===== src/rtl/rv32m_muldiv_pkg.sv =====
// Shared RV32M multiply/divide definitions.
//   muldiv_funct3_t : funct3 encodings of the M extension
//   funct7_muldiv   : funct7 that routes an op_reg instruction to this unit
//   muldiv_state_t  : control states of the iterative unit
package rv32m_muldiv_pkg;

  typedef enum logic [2:0] {
    MD_MUL    = 3'b000,
    MD_MULH   = 3'b001,
    MD_MULHSU = 3'b010,
    MD_MULHU  = 3'b011,
    MD_DIV    = 3'b100,
    MD_DIVU   = 3'b101,
    MD_REM    = 3'b110,
    MD_REMU   = 3'b111
  } muldiv_funct3_t;

  localparam logic [6:0] funct7_muldiv = 7'b0000001;

  typedef enum logic [1:0] {
    S_IDLE = 2'd0,
    S_CALC = 2'd1,
    S_FIN  = 2'd2,
    S_DONE = 2'd3
  } muldiv_state_t;

endpackage


===== src/rtl/rv32m_muldiv_step.sv =====
// One iteration of the multiply/divide datapath (purely combinational).
//   is_div : 1 = restoring divide step, 0 = shift-add multiply step
//   b      : multiplicand (mul) or divisor (div), magnitude only
//   acc_hi : product high half / partial remainder
//   acc_lo : multiplier bits still to consume / dividend bits -> quotient
//   nxt_hi, nxt_lo : state after this iteration
module muldiv_step #(
  parameter int XLEN = 32
) (
  input  logic            is_div,
  input  logic [XLEN-1:0] b,
  input  logic [XLEN-1:0] acc_hi,
  input  logic [XLEN-1:0] acc_lo,
  output logic [XLEN-1:0] nxt_hi,
  output logic [XLEN-1:0] nxt_lo
);

  logic [XLEN:0]   sum;
  logic [XLEN:0]   shifted;
  logic [XLEN-1:0] diff;
  logic            ge;

  // Multiply: add b when the current multiplier bit is set, then shift the
  // whole {carry, hi, lo} right by one so the product grows into hi.
  assign sum = {1'b0, acc_hi} + (acc_lo[0] ? {1'b0, b} : '0);

  // Divide: bring the next dividend bit into the partial remainder. The
  // remainder stays below the divisor, so after subtraction it fits XLEN bits.
  assign shifted = {acc_hi, acc_lo[XLEN-1]};
  assign ge      = shifted >= {1'b0, b};
  assign diff    = shifted[XLEN-1:0] - b;

  always_comb begin
    if (is_div) begin
      nxt_hi = ge ? diff : shifted[XLEN-1:0];
      nxt_lo = {acc_lo[XLEN-2:0], ge};
    end else begin
      nxt_hi = sum[XLEN:1];
      nxt_lo = {sum[0], acc_lo[XLEN-1:1]};
    end
  end

endmodule


===== src/rtl/rv32m_muldiv.sv =====
// Iterative RV32M multiply/divide unit for the EX stage.
//   clk, rst        : clock, synchronous active-high reset
//   start           : request, taken only while ready
//   funct3, rs1, rs2: operation and operands, sampled at accept
//   flush           : kill any in-flight operation (wins over start)
//   ready           : unit can accept this cycle (IDLE or DONE)
//   done            : one-cycle result-valid pulse
//   result          : held from done until the next result is produced
// Operands are converted to magnitudes at accept, iterated unsigned over
// XLEN/BITS_PER_CYCLE cycles, and sign-corrected in FIN.
module rv32m_muldiv
  import rv32m_muldiv_pkg::*;
#(
  parameter int XLEN           = 32,
  parameter int BITS_PER_CYCLE = 1
) (
  input  logic            clk,
  input  logic            rst,
  input  logic            start,
  input  logic [2:0]      funct3,
  input  logic [XLEN-1:0] rs1,
  input  logic [XLEN-1:0] rs2,
  input  logic            flush,
  output logic            ready,
  output logic            done,
  output logic [XLEN-1:0] result
);

  localparam int N  = XLEN / BITS_PER_CYCLE;
  localparam int CW = (N > 1) ? $clog2(N) : 1;
  localparam logic [XLEN-1:0] INT_MIN = {1'b1, {(XLEN-1){1'b0}}};

  muldiv_state_t  state;
  muldiv_funct3_t op_q;
  muldiv_funct3_t f3_in;
  logic [2:0]      op_bits;
  logic            neg_q, rneg_q;
  logic [XLEN-1:0] hi_q, lo_q, b_q, result_q;
  logic [CW-1:0]   cnt_q;

  assign f3_in   = muldiv_funct3_t'(funct3);
  assign op_bits = op_q;

  // Accept-time operand conditioning
  logic            sgn_a, sgn_b, neg_a, neg_b;
  logic [XLEN-1:0] abs_a, abs_b;
  logic            div_zero, div_ovf, fast;

  assign sgn_a    = f3_in inside {MD_MULH, MD_MULHSU, MD_DIV, MD_REM};
  assign sgn_b    = f3_in inside {MD_MULH, MD_DIV, MD_REM};
  assign neg_a    = sgn_a & rs1[XLEN-1];
  assign neg_b    = sgn_b & rs2[XLEN-1];
  assign abs_a    = neg_a ? -rs1 : rs1;
  assign abs_b    = neg_b ? -rs2 : rs2;
  assign div_zero = (rs2 == '0);
  // funct3[0] clear selects the signed div/rem
  assign div_ovf  = ~funct3[0] & (rs1 == INT_MIN) & (rs2 == '1);
  assign fast     = funct3[2] & (div_zero | div_ovf);

  // BITS_PER_CYCLE chained iterations per CALC cycle
  logic [BITS_PER_CYCLE:0][XLEN-1:0] hi_c, lo_c;
  assign hi_c[0] = hi_q;
  assign lo_c[0] = lo_q;

  for (genvar g = 0; g < BITS_PER_CYCLE; g++) begin : g_step
    muldiv_step #(.XLEN(XLEN)) u_step (
      .is_div (op_bits[2]),
      .b      (b_q),
      .acc_hi (hi_c[g]),
      .acc_lo (lo_c[g]),
      .nxt_hi (hi_c[g+1]),
      .nxt_lo (lo_c[g+1])
    );
  end

  // FIN: sign correction and result selection
  logic [2*XLEN-1:0] prod, prod_fix;
  logic [XLEN-1:0]   quot, remd, fin_res;

  assign prod     = {hi_q, lo_q};
  assign prod_fix = neg_q ? -prod : prod;
  assign quot     = neg_q ? -lo_q : lo_q;
  assign remd     = rneg_q ? -hi_q : hi_q;

  always_comb begin
    fin_res = remd;
    case (op_q)
      MD_MUL:                       fin_res = prod_fix[XLEN-1:0];
      MD_MULH, MD_MULHSU, MD_MULHU: fin_res = prod_fix[2*XLEN-1:XLEN];
      MD_DIV, MD_DIVU:              fin_res = quot;
      default:                      fin_res = remd;
    endcase
  end

  always_ff @(posedge clk) begin
    if (rst) begin
      state    <= S_IDLE;
      op_q     <= MD_MUL;
      neg_q    <= 1'b0;
      rneg_q   <= 1'b0;
      hi_q     <= '0;
      lo_q     <= '0;
      b_q      <= '0;
      cnt_q    <= '0;
      result_q <= '0;
    end else if (flush) begin
      state <= S_IDLE;
    end else begin
      case (state)
        S_IDLE, S_DONE: begin
          if (start) begin
            op_q  <= f3_in;
            b_q   <= abs_b;
            cnt_q <= CW'(N - 1);
            if (fast) begin
              // Preload hi/lo so FIN's normal selection yields the
              // architectural answer with no sign fix-up.
              state  <= S_FIN;
              neg_q  <= 1'b0;
              rneg_q <= 1'b0;
              hi_q   <= div_zero ? rs1 : '0;
              lo_q   <= div_zero ? '1 : rs1;
            end else begin
              state  <= S_CALC;
              neg_q  <= neg_a ^ neg_b;
              rneg_q <= neg_a;
              hi_q   <= '0;
              lo_q   <= abs_a;
            end
          end else begin
            state <= S_IDLE;
          end
        end
        S_CALC: begin
          hi_q  <= hi_c[BITS_PER_CYCLE];
          lo_q  <= lo_c[BITS_PER_CYCLE];
          cnt_q <= cnt_q - CW'(1);
          if (cnt_q == '0) state <= S_FIN;
        end
        S_FIN: begin
          result_q <= fin_res;
          state    <= S_DONE;
        end
        default: state <= S_IDLE;
      endcase
    end
  end

  assign ready  = (state == S_IDLE) | (state == S_DONE);
  assign done   = (state == S_DONE);
  assign result = result_q;

endmodule

===== config.mk =====
export PLATFORM = sky130hd
export DESIGN_NAME = rv32m_muldiv
export DESIGN_NICKNAME = d
export VERILOG_FILES = /design/src/rtl/rv32m_muldiv_pkg.sv /design/src/rtl/rv32m_muldiv_step.sv /design/src/rtl/rv32m_muldiv.sv
export SDC_FILE = /design/constraint.sdc
export NUM_CORES = 1
export LEC_CHECK = 0
export BUFFER_PORTS_ARGS = -buffer_cell sky130_fd_sc_hd__clkbuf_2
export CORE_ASPECT_RATIO = 1.5
export CORE_MARGIN = 4
export CORE_UTILIZATION = 60
export DETAILED_ROUTE_END_ITERATION = 8
export GPL_ROUTABILITY_DRIVEN = 0
export PLACE_DENSITY_LB_ADDON = 0.12
export SKIP_CTS_REPAIR_TIMING = 1
export SYNTH_ARGS = -nofsm -noshare
export SYNTH_HDL_FRONTEND = slang
export SYNTH_SLANG_ARGS = --single-unit
export TNS_END_PERCENT = 50

===== constraint.sdc =====
create_clock -name clk -period 5.2 [get_ports clk]
set_input_delay 0.78 -clock clk [delete_from_list [all_inputs] [get_ports clk]]
set_output_delay 0.78 -clock clk [all_outputs]
set_load 0.05 [all_outputs]

## Word level (Yosys, flattened, before mapping)

Index checks and enable logic that the tools add are counted.

- Register bits after elaboration: 140
- Bits of input ports: 71
- Output and inout port bits: 34
- Logic and storage cells: 84

- Add/subtract/negate cells: 8
- $lt $le $gt $ge: 1
- Equal/unequal tests: 16
- Muxes and demuxes: 26
- Bitwise gates (word level): 10
- Reductions and logical operators: 14

Operator list:

| cell | number |
|---|---|
| two-way mux 32 bit | 14 |
| negation 32 bit | 4 |
| case mux 32 bit (2 select lines) | 2 |
| case mux 32 bit (3 select lines) | 1 |
| equality test 32 bit, second input constant | 2 |
| two-way mux 64 bit | 1 |
| negation 64 bit | 1 |
| adder 32 x 33 -> 33 bit | 1 |
| greater-or-equal comparator 33 x 32 -> 1 bit | 1 |
| zero test 32 bit | 1 |
| subtractor 32 bit | 1 |
| equality test 3 bit, second input constant | 4 |
| case mux 5 bit (2 select lines) | 1 |
| equality test 3 x 2 -> 1 bit, second input constant | 3 |
| equality test 3 x 1 -> 1 bit, second input constant | 2 |
| two-way mux 2 bit | 3 |
| case mux 2 bit (3 select lines) | 1 |
| AND reduction 3 bit | 2 |
| OR reduction 2 bit | 3 |
| bitwise AND 1 bit | 5 |
| zero test 5 bit | 1 |
| two-way mux 5 bit | 1 |
| subtractor 5 x 1 -> 5 bit, second input constant | 1 |
| equality test 2 bit, second input constant | 2 |
| other kinds (13) | 17 |

## Depth between registers and ports, before layout

Gate-level depths: netlist of run 1.

- Depth after elaboration: 8
- Depth in mapped cells: 15
- Depth with buffers taken out: 13

## Cells and area by module

From an unflattened synthesis of run 1, not the netlist that was laid out.

- Cells, all modules: 2,104
- Area, all modules: 14,965.6 µm²

By module, submodules not included:

| module | times used | cells an instance | area an instance (µm²) | seq. area each (µm²) |
|---|---|---|---|---|
| rv32m_muldiv | 1 | 1,402 | 10,229.8 | 2,802.7 |
| muldiv_step | 1 | 702 | 4,735.8 | 0.0 |

## Worst setup path before layout of run 1

Ideal clock, no wire load.

- Path kind: register to register
- From: register lo_q[0]
- To: register hi_q[28]
- Library setup time: 0.092 ns
- Arrival time: 3.316 ns
- Setup slack: 1.792 ns
- Cell stages (with the launch flop): 14
- Path buffers: 1
- Path through: dfxtp_1 > inv_1 > clkbuf_1 > nor2_1 > ha_1 > nand2_1 > o31ai_1 > o2111a_1 > o21ai_1 > o41ai_1 > a21oi_1 > o21bai_1 > mux2_2 > o32ai_1

- Longest elaborated chain between the ends: 4

Ends and longest elaborated chain:

| item | RTL line | text |
|---|---|---|
| start, declared | rv32m_muldiv.sv:38 | `logic [XLEN-1:0] hi_q, lo_q, b_q, result_q;` |
| start signal, assigned | rv32m_muldiv.sv:122 | `lo_q <= div_zero ? '1 : rs1;` |
| start signal, assigned | rv32m_muldiv.sv:128 | `lo_q <= abs_a;` |
| start signal, assigned | rv32m_muldiv.sv:136 | `lo_q <= lo_c[BITS_PER_CYCLE];` |
| two-way mux 32 bit | rv32m_muldiv_step.sv:25 | `assign sum = {1'b0, acc_hi} + (acc_lo[0] ? {1'b0, b} : '0);` |
| adder 32 x 33 -> 33 bit | rv32m_muldiv_step.sv:25 |  |
| two-way mux 32 bit | rv32m_muldiv_step.sv:34 | `if (is_div) begin` |
| case mux 32 bit (2 select lines) | rv32m_muldiv.sv:109 | `case (state)` |
| end signal, assigned | rv32m_muldiv.sv:121 | `hi_q <= div_zero ? rs1 : '0;` |
| end signal, assigned | rv32m_muldiv.sv:135 | `hi_q <= hi_c[BITS_PER_CYCLE];` |
| end, declared | rv32m_muldiv.sv:38 |  |

No other way between the ends.
A chain may end at the register's enable or synchronous reset.

## Final worst setup path of run 1

Same ends and word-level chain as after synthesis.

==> impl_metrics.env, run 1 <==
export IMPL_top_layer="met4"
export IMPL_yosys_area_top_type="dfxtp_1"
export IMPL_run_status="finished, final reports clean"
export IMPL_maxSlewViolCount=0
export IMPL_synth_area_um2=14000
export IMPL_die_w_um=133
export IMPL_setup_viol=0
export IMPL_ir_drop_uv=264
export IMPL_wl_per_cell_um=21.3
export IMPL_synth_top_area_frac=0.200
export IMPL_via_count=15240
export IMPL_synth_seq_area_share=0.200
export IMPL_finish_net_count=2086
export IMPL_hold_depth=2
export IMPL_crit_path_end_kind="flip-flop"
export IMPL_min_path_type="flip-flop to flip-flop"
export IMPL_drt_iter0_drc=1610
export IMPL_ioPinCount=105
export IMPL_routed_wl_mm=48.4
export IMPL_worst_pin_slew_ns=1.06
export IMPL_powerDensity_nw_per_um2=259
export IMPL_cp_max_fo=28
export IMPL_ys_ff_latch=140
export IMPL_antennaDiodeCount=0
export IMPL_start_kind="flip-flop"
export IMPL_relSlewSlack=0.282
export IMPL_ctsLongestPathBuffers=2
export IMPL_max_freq_mhz=245
export IMPL_synth_cells=1926
export IMPL_root_buffer="clkbuf_16"
export IMPL_grt_max_degree=75
export IMPL_cp_arrival_ns=4.43
export IMPL_synth_area_leaders="dfxtp_1 (20%), ha_1 (6.6%), xor2_1 (6.0%), nor2_1 (5.6%), xnor2_1 (5.6%)"
export IMPL_dr_pass1_iters=8
export IMPL_wl_met3_mm=3.25
export IMPL_r2r_slack_ns=1.11
export IMPL_gr_total_overflow=0
export IMPL_layout_drive_gt1_share=0.112
export IMPL_wl_met1_mm=17.7
export IMPL_rsz0062_at_grt="no"
export IMPL_cts_made_buffers=17
export IMPL_avgSynthCellArea_um2=7.28
export IMPL_grt_pass1_vias=14600
export IMPL_ys_async_sr_fraction=0
export IMPL_cts_tree="yes"
export IMPL_r2r_start="lo_q[0]"
export IMPL_synthFlopType="dfxtp_1"
export IMPL_clk_pin_slew_ns=0.06
export IMPL_grt_usage=0.365
export IMPL_syn_num_nets=2073
export IMPL_startpoint="lo_q[0]"
export IMPL_ys_warn_count=0
export IMPL_die_h_um=195
export IMPL_final_cells=2267
export IMPL_cp_required_ns=5.55
export IMPL_ant_nets=0
export IMPL_hold_violations=0
export IMPL_clock_latency_ns=0.44
export IMPL_p_leak_uw=0.00601
export IMPL_fin_tns_setup_ns=0
export IMPL_antenna_found_initial=0
export IMPL_dieArea_um2=25900
export IMPL_post_route_min_period_ns=4.09
export IMPL_fin_skew_ns=0.00691
export IMPL_yosysUniqueCellTypes=88
export IMPL_cts_num_sinks=140
export IMPL_fin_crit_sh=0.786
export IMPL_worstSetupPathType="flip-flop to flip-flop"
export IMPL_grt_pass1_wl_mm=76.2
export IMPL_core_area_um2=23100
export IMPL_dp_hpwl_mm=36.8
export IMPL_initial_core_util=0.608
export IMPL_hold_ws_ns=0.456
export IMPL_synth_edf_count=0
export IMPL_io_buffers=104
export IMPL_wl_met2_mm=23.2
export IMPL_syn_to_final_growth_pct=8.91
export IMPL_min_from="b_q[21]"
export IMPL_post_place_cells=2235
export IMPL_drcViolationCount=0
export IMPL_via_per_inst=6.72
export IMPL_rows=68
export IMPL_cts_max_level=4
export IMPL_max_cap_violations=0
export IMPL_rr_worst_depth=14
[synth_stat cells, types with 5 or more instances]
cell,instances
nor2_1,209
nand2_1,170
a21oi_1,147
dfxtp_1,140
o21ai_0,123
clkbuf_1,115
xor2_1,96
xnor2_1,89
ha_1,74
inv_1,71
a211oi_1,59
nor3_1,58
a221oi_1,41
a21o_1,39
mux2i_1,36
nand3_1,30
o31ai_1,29
or3_1,28
nand4_1,26
nand2b_1,24
o211ai_1,18
o221ai_1,16
nor4_1,15
a311oi_1,14
a31oi_1,13
mux2_2,13
o22ai_1,13
or4_1,13
o21bai_1,12
o41ai_1,12
buf_2,11
or2_2,10
a211o_1,9
a22oi_1,8
and3_1,8
a32o_1,7
and2_1,7
buf_1,7
nand3b_1,7
nor2b_1,7
o21a_1,7
o21ai_1,5
[worst paths after layout]
path | end
max | hi_q[28]
min | b_q[21]
max reg2reg | hi_q[28]
min reg2reg | b_q[21]
[cell usage in the layout, fill, tap and decap left out, types with 27 or more instances in the layout]
cell / synthesis / final
nor2_1: 209 / 205
nand2_1: 170 / 170
a21oi_1: 147 / 146
dfxtp_1: 140 / 138
o21ai_0: 123 / 123
clkbuf_2: 0 / 103
xor2_1: 96 / 96
xnor2_1: 89 / 89
ha_1: 74 / 73
inv_1: 71 / 71
a211oi_1: 59 / 59
nor3_1: 58 / 58
a221oi_1: 41 / 41
a21o_1: 39 / 39
mux2i_1: 36 / 36
nand3_1: 30 / 30
o31ai_1: 29 / 29
or3_1: 28 / 28
buf_4: 1 / 27
[sequential cells by signal (all words and copies together), names as in the netlist]
signal,cells
rneg_q,1
hi_q,32
neg_q,1
lo_q,32
cnt_q,5
b_q,32
state,2
result,32
op_bits,3
[where the power goes]
part	leakage (uW)	switching [uW]	internal, uW
combinational	0.00456	881	490
clock	0.000308	499	852
sequential	0.00114	102	1130
total	0.00601	1480	2480
[stage by stage]
stage	cell area (um^2)	utilization	power [uW]	setup slack (ns)
floorplan	14000	-	2190	1.79
global placement	14600	0.635	2550	1.02
detailed placement	14600	0.635	2580	1.02
CTS	15300	0.663	3910	1.20
global route	15300	0.663	4130	0.812
finish	15300	0.663	3960	1.11
[metal layers]
metal,vias up,global-route usage
met1,7030,0.402
met5,-,0
met4,0,0.277
li1,7143,-
met2,816,0.631
met3,251,0.0500
[layout make-up]
| cell class | instances | area (um^2) |
|---|---|---|
| inverters | 73 | 274 |
| clock buffers | 22 | 484 |
| multi-input cells | 1577 | 10400 |
| fillers | 2088 | 7780 |
| clock inverters | 10 | 161 |
| flip-flops and latches | 140 | 2810 |
| repair buffers | 130 | 718 |
| well taps | 315 | 394 |
[cell families after synthesis]
logic type | share of synthesized area
buf+inv | 0.0580
simple gates | 0.223
xor+xnor | 0.115
fa+ha+maj | 0.0688
flops | 0.200
mux | 0.0361
compound gates | 0.299
[worst max-delay path: stages, from the launching register on]
cell and delay [ns]:
dfxtp_1 0.41, inv_1 0.18, buf_4 0.33, nor2_1 0.08, ha_1 0.40, a21oi_1 0.09
o21ai_0 0.36, a211o_1 0.17, o21ai_1 0.06, buf_4 0.17, o41ai_1 0.59, a21oi_1 0.29
o21bai_1 0.23, mux2_2 0.36, o32ai_1 0.27
Power figures use the tool's default switching activity.
==> inputs of run 2 (changes only) <==
Settings changed: CORE_UTILIZATION 60 to 57.
Clock period 5.2 ns to 3.4 ns, I/O delays scaled along.
==> run 2 against run 1 <==
  * Power up 61%
  * Non-clock buffer count up 143
  * Largest power group unchanged
  * Maximum frequency up 23%
  * Largest cell class unchanged
  * Critical endpoint is now lo_q[0]
==> impl_metrics.env, run 2 (synthesis results as in run 1) <==
export IMPL_drcViolationCount=0
export IMPL_fin_tns_setup_ns=0
export IMPL_regArea_um2=2810
export IMPL_cp_required_ns=3.69
export IMPL_syn_to_final_growth_pct=17.6
export IMPL_clk_pin_slew_ns=0.06
export IMPL_setup_viol=0
export IMPL_cts_tree="yes"
export IMPL_grt_max_degree=71
export IMPL_p_leak_uw=0.00680
export IMPL_final_cell_mix="nor2_1 (204), nand2_1 (170), buf_4 (165)"
export IMPL_relSlewSlack=0.285
export IMPL_use_met2=0.611
export IMPL_antennaDiodeCount=0
export IMPL_fin_util=0.678
export IMPL_cts_num_sinks=140
export IMPL_grt_pass1_wl_mm=79.9
export IMPL_grt_usage=0.368
export IMPL_dr_pass1_iters=8
export IMPL_cts_made_buffers=17
export IMPL_rsz0062_at_grt="yes"
export IMPL_multiInputGateArea_um2=10500
export IMPL_post_place_cells=2387
export IMPL_min_path_type="input port to flip-flop"
export IMPL_run_status="finished, final reports clean"
export IMPL_rr_endpoint="lo_q[0]"
export IMPL_wl_per_cell_um=21.1
export IMPL_gr_total_overflow=0
export IMPL_final_common_cell="nor2_1"
export IMPL_max_cap_violations=0
export IMPL_layout_drive_gt1_share=0.179
export IMPL_routed_wl_mm=51.1
export IMPL_cp_max_fo=12
export IMPL_dieArea_um2=27200
export IMPL_crit_path_end="lo_q[0]"
export IMPL_ir_drop_uv=387
export IMPL_rows=70
export IMPL_ioPinCount=105
export IMPL_r2r_start="lo_q[31]"
export IMPL_final_cells=2419
export IMPL_fin_skew_ns=0.00923
export IMPL_die_h_um=200
export IMPL_ant_nets=0
export IMPL_fin_crit_sh=0.976
export IMPL_antenna_found_initial=0
export IMPL_drt_iter0_drc=1946
export IMPL_nFillCells=2199
export IMPL_root_buffer="clkbuf_16"
export IMPL_die_w_um=136
export IMPL_ctsLongestPathBuffers=2
export IMPL_rr_worst_depth=12
export IMPL_hold_ws_ns=0.332
export IMPL_start_kind="flip-flop"
export IMPL_finish_net_count=2229
export IMPL_grtUsageMet3=0.0515
export IMPL_powerDensity_nw_per_um2=385
export IMPL_via_count=15846
export IMPL_max_freq_mhz=301
export IMPL_path_common_cell="o21ai_0"
export IMPL_clock_latency_ns=0.45
export IMPL_grt_pass1_vias=15197
export IMPL_startpoint="lo_q[31]"
export IMPL_crit_path_end_kind="flip-flop"
export IMPL_via_per_inst=6.55
export IMPL_cts_max_level=4
export IMPL_cp_arrival_ns=3.61
export IMPL_use_met1=0.419
export IMPL_worstPathCellList="inv_1 > ha_1 > nand2b_1 > a21oi_1 > o21ai_0 > o211ai_1 > a21oi_2 > or2_0 > buf_4 > nand2_1 > o21ai_0 > a2111oi_2"
export IMPL_top_usage_layer="met2"
export IMPL_r2r_slack_ns=0.08
export IMPL_slowest_stage="dfxtp_1"
export IMPL_io_buffers=104
export IMPL_post_route_min_period_ns=3.32
export IMPL_worst_pin_slew_ns=1.07
export IMPL_hold_violations=0
export IMPL_initial_core_util=0.576
export IMPL_critPathMaxStageDelay_ns=0.50
export IMPL_maxSlewViolCount=0
export IMPL_worstSetupPathType="flip-flop to flip-flop"
export IMPL_dp_hpwl_mm=40.0
export IMPL_core_area_um2=24300
==> run 2: changes by cell type in the layout (fill, tap and decap cells not counted), sizes merged <==
cell and delta:
bufinv +1, clkinv +3, clkbuf -4, clkinvlp -1, buf +143, inv +1
==> run 2: routing by layer <==
layer | share of wire | wire length, um | vias up
li1 | - | - | 7423
met1 | 0.36 | 18500 | 7244
met2 | 0.47 | 24100 | 907
met3 | 0.077 | 3940 | 272
met4 | 0.091 | 4640 | 0
met5 | 0 | 0 | -
==> run 2: final cells by class <==
type | instances | share of cell area
multi-input cells | 1577 | 0.638
flip-flops and latches | 140 | 0.170
repair buffers | 273 | 0.112
clock buffers | 18 | 0.0260
well taps | 324 | 0.0246
inverters | 73 | 0.0166
clock inverters | 14 | 0.0133
==> run 2: worst min-delay path by stage <==
stage / start / cells after the start / slack [ns] / to
final: funct3[1] / 3 / 0.33 / op_bits[1]
after global routing: funct3[1] / 3 / 0.33 / op_bits[1]
after CTS: funct3[1] / 3 / 0.32 / op_bits[1]
after detailed placement: b_q[21] / 2 / 0.45 / b_q[21]
after global placement: b_q[21] / 2 / 0.45 / b_q[21]
after floorplan: b_q[21] / 2 / 0.43 / b_q[21]
==> run 2: metrics by stage <==
step | setup slack [ns] | total power (uW) | area [um^2]
2_1_floorplan | 0.149 | 3350 | 14000
3_3_place_gp | -0.201 | 4140 | 15800
3_5_place_dp | -0.239 | 4180 | 15800
4_1_cts | -0.265 | 6280 | 16400
5_1_grt | -0.0534 | 6640 | 16500
6_report | 0.0822 | 6360 | 16500
==> run 2: critical path: cells and delay by family, from the launching register on <==
family / cells / cell delay, ns
AOI/OAI and AO/OA: 6 / 1.66
DFF: 1 / 0.50
buffers and inverters: 2 / 0.27
adders and majority gates: 1 / 0.20
and+or+nand+nor: 3 / 0.52
==> run 2: report_power, final <==
part / total (uW) / switching (uW) / internal, uW
clock: 2110 / 806 / 1300
sequential: 1850 / 111 / 1740
combinational: 2400 / 1480 / 924
